File: src/rtl/hazard_pkg.sv
// Shared definitions for the pipeline hazard unit: MD sequencer states,
// instruction field constants and default multiply/divide latencies.
package hazard_pkg;

  typedef enum logic [1:0] {
    MdIdle = 2'd0,
    MdMul  = 2'd1,
    MdDiv  = 2'd2,
    MdDone = 2'd3
  } md_state_e;

  localparam logic [5:0] OpSpecial   = 6'h00;
  localparam logic [5:0] FunctMdLow  = 6'h10;  // mfhi
  localparam logic [5:0] FunctMdHigh = 6'h1B;  // divu

  localparam int unsigned DefMulCycles = 4;
  localparam int unsigned DefDivCycles = 32;

  // True for mfhi/mthi/mflo/mtlo/mult/multu/div/divu.
  function automatic logic is_md_instr(input logic [5:0] opcode, input logic [5:0] funct);
    return (opcode == OpSpecial) && (funct >= FunctMdLow) && (funct <= FunctMdHigh);
  endfunction

endpackage

File: src/rtl/md_seq.sv
// Multiply/divide busy sequencer: counts out the unit latency and pulses
// done for one cycle. State advances on the falling clock edge.
module md_seq
  import hazard_pkg::*;
#(
  parameter int unsigned MUL_CYCLES = DefMulCycles,
  parameter int unsigned DIV_CYCLES = DefDivCycles
) (
  input  logic clk,
  input  logic rst,
  input  logic start,
  input  logic is_div,
  output logic busy,
  output logic done
);

  md_state_e   state_q;
  logic [15:0] cnt_q;

  always_ff @(negedge clk or negedge rst) begin
    if (!rst) begin
      state_q <= MdIdle;
      cnt_q   <= '0;
      busy    <= 1'b0;
      done    <= 1'b0;
    end else begin
      case (state_q)
        MdIdle: begin
          if (start) begin
            state_q <= is_div ? MdDiv : MdMul;
            cnt_q   <= is_div ? 16'(DIV_CYCLES - 1) : 16'(MUL_CYCLES - 1);
            busy    <= 1'b1;
          end
        end
        MdMul, MdDiv: begin
          if (cnt_q == '0) begin
            state_q <= MdDone;
            busy    <= 1'b0;
            done    <= 1'b1;
          end else begin
            cnt_q <= cnt_q - 16'd1;
          end
        end
        MdDone: begin
          state_q <= MdIdle;
          done    <= 1'b0;
        end
        default: begin
          state_q <= MdIdle;
          busy    <= 1'b0;
          done    <= 1'b0;
        end
      endcase
    end
  end

endmodule

File: src/rtl/hazard_unit.sv
// Pipeline hazard unit: load-use / HI-LO stall detection, branch and jump
// flush priority, multiply/divide sequencing and saturating perf counters.
module hazard_unit
  import hazard_pkg::*;
#(
  parameter int unsigned MUL_CYCLES = DefMulCycles,
  parameter int unsigned DIV_CYCLES = DefDivCycles
) (
  input  logic        clk,
  input  logic        rst,
  input  logic [31:0] ifid_instr,
  input  logic [2:0]  idex_memread,
  input  logic [4:0]  idex_rt,
  input  logic        idex_jump,
  input  logic        exmem_branch,
  input  logic        exmem_zero,
  input  logic        md_start,
  input  logic        md_is_div,
  output logic        pc_wr,
  output logic        ifid_wr,
  output logic        ifid_flush,
  output logic        idex_bubble,
  output logic        exmem_bubble,
  output logic        md_busy,
  output logic        md_done,
  output logic [15:0] stall_cnt,
  output logic [15:0] flush_cnt
);

  logic [4:0] rs, rt;
  logic [5:0] opcode, funct;
  logic       unused_instr;
  logic       branch_taken, jump_taken, load_use, md_hazard, stall, stall_eff;

  assign opcode       = ifid_instr[31:26];
  assign rs           = ifid_instr[25:21];
  assign rt           = ifid_instr[20:16];
  assign funct        = ifid_instr[5:0];
  assign unused_instr = ^ifid_instr[15:6];

  // Outputs fall back to free-running values while reset is held.
  assign branch_taken = rst & exmem_branch & exmem_zero;
  assign jump_taken   = rst & idex_jump & ~branch_taken;
  assign load_use     = (idex_memread != 3'd0) && (idex_rt != 5'd0) &&
                        ((idex_rt == rs) || (idex_rt == rt));
  assign md_hazard    = md_busy & is_md_instr(opcode, funct);
  assign stall        = rst & (load_use | md_hazard);
  assign stall_eff    = stall & ~branch_taken & ~jump_taken;

  assign pc_wr        = ~stall_eff;
  assign ifid_wr      = ~stall_eff;
  assign ifid_flush   = branch_taken | jump_taken;
  assign idex_bubble  = branch_taken | jump_taken | stall_eff;
  assign exmem_bubble = branch_taken;

  // A taken branch squashes the EX instruction, including a pending md_start.
  md_seq #(
    .MUL_CYCLES(MUL_CYCLES),
    .DIV_CYCLES(DIV_CYCLES)
  ) u_md_seq (
    .clk   (clk),
    .rst   (rst),
    .start (md_start & ~branch_taken),
    .is_div(md_is_div),
    .busy  (md_busy),
    .done  (md_done)
  );

  always_ff @(negedge clk or negedge rst) begin
    if (!rst) begin
      stall_cnt <= '0;
      flush_cnt <= '0;
    end else begin
      if (stall_eff && (stall_cnt != 16'hFFFF)) stall_cnt <= stall_cnt + 16'd1;
      if (ifid_flush && (flush_cnt != 16'hFFFF)) flush_cnt <= flush_cnt + 16'd1;
    end
  end

endmodule

File: config.mk
export PLATFORM = sky130hd
export DESIGN_NAME = hazard_unit
export DESIGN_NICKNAME = d
export VERILOG_FILES = /design/src/rtl/hazard_pkg.sv /design/src/rtl/md_seq.sv /design/src/rtl/hazard_unit.sv
export SDC_FILE = /design/constraint.sdc
export NUM_CORES = 1
export LEC_CHECK = 0
export BUFFER_PORTS_ARGS = -buffer_cell sky130_fd_sc_hd__buf_2
export CAP_MARGIN = 0
export CORE_UTILIZATION = 56
export CTS_CLUSTER_DIAMETER = 80
export DETAILED_ROUTE_END_ITERATION = 6
export GPL_TIMING_DRIVEN = 0
export PLACE_DENSITY = 0.85
export SYNTH_ARGS = -nofsm -noshare
export SYNTH_HDL_FRONTEND = slang
export SYNTH_HIERARCHICAL = 1
export SYNTH_SLANG_ARGS = --single-unit
File: constraint.sdc
create_clock -name clk -period 6.4 [get_ports clk]
set_clock_uncertainty 0.05 [all_clocks]
set_input_delay 0.64 -clock clk [delete_from_list [all_inputs] [get_ports clk]]
set_output_delay 0.64 -clock clk [all_outputs]
set_load 0.005 [all_outputs]
==> impl_results.md <==
* Layout fillers at 392
* Yosys top cell area share at 44.3%
* CP Max Fanout at 56
* I/O Buffers at 73
* PwrDens at 357 mW/mm^2
* Crit-path cells: buf_4 -> and3_1 -> nor2b_1 -> mux2_2 -> clkbuf_1 -> nand3_1 -> o311ai_0 -> o31ai_1
* Total grt overflow at 0
* Critical-path top delay cell: nor2b_1
* Worst Hold Path Cells at 1
* Vias in the first global route at 2376
* P_sw at 495 uW
* Clock transition at path regs at 0.06 ns
* Critical path class: input port to flop
* Setup violations, final at 0
* Die width at 74.4 um
* WP data required at 3.29 ns
* Multi-input gate area at 0.00154 sq mm
* Core area at 0.00488 sq mm
* Post-Place Setup Slack at -0.286 ns
* Delay-heaviest family, CP: simple AND/OR/NAND/NOR gates
* Max-slew violations at 0
* TritonCTS clock tree: yes
* Chip height at 74.4 um
* Post-synth EDFFs at 0
* Arrival @ worst endpoint at 2.95 ns
* CTS Buf Count at 5
* Fin cells at 442
* Asr flop ratio synth at 100%
* Synth Area in Compound Gates at 11.1%
* Synth Area in Simple Gates at 25.6%
* CTS Buffer Depth at 2
* TritonCTS Sinks at 52
* Fraction of layout cells with a size suffix above 1 at 27.2%
* First-pass GRT wire length at 10.8 mm
* Combinational share of power at 40.8%
* Rel. slew slack at 51.5%
* CP Launch Type: input port
* Drt pass-1 iters at 4
* CTS root buf: clkbuf_8
* Clk_lat worst skew at 0.31 ns
* Netlist cell types at 57
* Final nets at 426
* Worst path bufs/invs at 2
* Hold Crit Class: flop to flop
* Via density at 5.74
* Seq pwr share at 40.7%
* Largest net degree at the start of global routing at 57
* Synthesis-to-layout area growth at 19.2%
* Largest family of logic cells by synthesized area: simple AND/OR/NAND/NOR gates
* Dpl cells at 434
* Final core utilization at 71.7%
* Netlist Area Pre-Place at 0.00294 sq mm
* Antenna diode count at 0
* Register area share after synthesis at 44.3%
* R2r setup slk at 4.00 ns
* Post-synth top flop: dfrtn_1
* Peak supply drop at 0.000221 V
* Starting Density at 60.2%
* Fin worst setup slack at 0.343 ns
* CP Depth at 8
* Yosys warning count at 6
* Initial drt markers at 273
* Register area at 0.00130 sq mm
* Routed Antenna Nets at 0
* Crit-path max cell delay at 0.38 ns
* Xor/xnor share of the synthesized area at 11.9%
* Hold_buf cts at 0
* Yosys top cell by area: dfrtn_1
* Register bit total from synthesis at 52
* R2R Path End: u_md_seq/cnt_q[9]$_DFFE_NN0P_
* IO Pins at 86
* Mux contribution to synthesized area at 1.83%
* Site Rows at 25
* Global Route Usage Sum at 25.7%
* Clock share of power at 18.4%
* Cell count after synthesis at 294
* Routed vias at 2538
* Crit path from: rst
* Final estimated routing congestion in global placement at 0.829
* Mapped Avg Cell Area at 9.99 sq um
* DIE AREA at 0.00554 sq mm
* Final Hold Fails at 0
* Max Cap Violations at 0
* Worst setup EP type: flop
* LEAKAGE at 0.00172 uW
* DRC errors left at 0
* Worst slew pin tran at 0.722 ns
* DRT Wirelength at 6.56 mm
* FF-to-FF path depth at 7
* RSZ-0062 raised after global routing: false
* Critical Path End: u_md_seq/cnt_q[7]$_DFFE_NN0P_
* Status: finished clean
* Reg-to-Reg Start: u_md_seq/state_q[1]$_DFFE_NN0P_
* DP Wirelength at 4.76 mm
* Top cells by area, synth: dfrtn_1 (44%), xor2_1 (7.5%), xnor2_1 (4.5%)
* Wire per inst at 14.8 um
* Initial antenna violation count at 0
* H-tree depth at 2
* Area share of fa/ha/maj cells after synthesis at 2.13%
* Internal power at 755 uW
* Net Sw Frac at 39.6%
* Syn Nets at 346
[timing repair]
action / in CTS / in global routing
setup buffers: 0 / 0
setup endpoints to repair: 0 / 6
gates resized for setup: 0 / 2
[per-layer routing]
metal	share of wire [%]	GRT usage (%)
met1	45	32.8
met2	51	43.3
met3	3.5	5.15
met4	1.1	9.43
met5	0	0
[cells in the mapped netlist, types with 3 or more instances]
master	number
dfrtn_1	52
nand2_1	28
xor2_1	25
a21oi_1	16
nor2_1	15
xnor2_1	15
nand3_1	12
inv_1	11
nor3_1	11
nand4_1	9
and3_1	8
o21ai_0	7
nor4_1	6
or4_1	6
clkbuf_1	5
ha_1	5
o31ai_1	5
or2_2	4
and4_1	3
mux2_2	3
[cell usage in the layout (no fill, tap or decap), drive strengths merged, types with 2 or more instances in the layout]
master,instances
nor2,15
mux2i,2
nand3,12
inv,12
clkbuf,12
nor4,10
and2,2
or4,6
a22oi,2
o31ai,5
a221oi,2
nand2,29
buf,75
o41ai,2
nor2b,2
or3,2
a21oi,16
ha,5
o21ai,8
xor2,25
xnor2,15
and3,8
or2,4
nand2b,2
a31oi,2
mux2,3
nand4,11
nor3,12
dfrtn,52
and4,4
[flip-flops by register name (all words and copies together), names as in the netlist]
register / cells
flush_cnt: 16
stall_cnt: 16
u_md_seq/busy: 1
u_md_seq/cnt_q: 16
u_md_seq/state_q: 2
u_md_seq/done: 1
[layout make-up]
cell class	count	share of cell area [%]
plain buffers	8	1.47
clock buffers	6	2.07
clock inverters	2	1.11
inverters	11	1.18
multi-input cells	223	44.1
flip-flops and latches	52	37.2
well taps	67	2.39
repair buffers	73	10.5
[cells by family (layout without fill, tap and decap cells)]
kind of cell | after synthesis | after routing
buffers and inverters | 19 | 100
AOI/OAI and AO/OA | 49 | 49
and+or+nand+nor | 124 | 124
muxes | 5 | 5
adders and majority gates | 5 | 5
xor gates and xnor gates | 40 | 40
DFF | 52 | 52
[through the flow]
| step | setup TNS (ns) | power [uW] | hold WS (ns) | instance area, sq um |
|---|---|---|---|---|
| 2_1_floorplan | 0 | 871 | 0.370 | 2940 |
| 3_3_place_gp | -0.849 | 995 | 0.373 | 3390 |
| 3_5_place_dp | -1.10 | 1020 | 0.380 | 3390 |
| 4_1_cts | 0 | 1250 | 0.388 | 3500 |
| 5_1_grt | 0 | 1330 | 0.406 | 3500 |
| 6_report | 0 | 1250 | 0.387 | 3500 |
[power by group through the flow]
stage                     registers (uW)  logic [uW]  clock network (uW)
after floorplan                      494         377                   0
after global placement               506         489                   0
after detailed placement             512         508                   0
after CTS                            507         509                 235
after global routing                 520         565                 247
final                                509         510                 230
[worst min-delay path by stage]
stage,startpoint,to,slack (ns)
after global routing,stall_cnt[9]$_DFFE_NN0P_,stall_cnt[9]$_DFFE_NN0P_,0.41
after floorplan,u_md_seq/cnt_q[0]$_DFFE_NN0P_,u_md_seq/cnt_q[0]$_DFFE_NN0P_,0.37
after global placement,flush_cnt[7]$_DFFE_NN0P_,flush_cnt[7]$_DFFE_NN0P_,0.37
after detailed placement,flush_cnt[10]$_DFFE_NN0P_,flush_cnt[10]$_DFFE_NN0P_,0.38
final,flush_cnt[10]$_DFFE_NN0P_,flush_cnt[10]$_DFFE_NN0P_,0.39
after CTS,flush_cnt[10]$_DFFE_NN0P_,flush_cnt[10]$_DFFE_NN0P_,0.39
(Power assumes the default switching activity.)
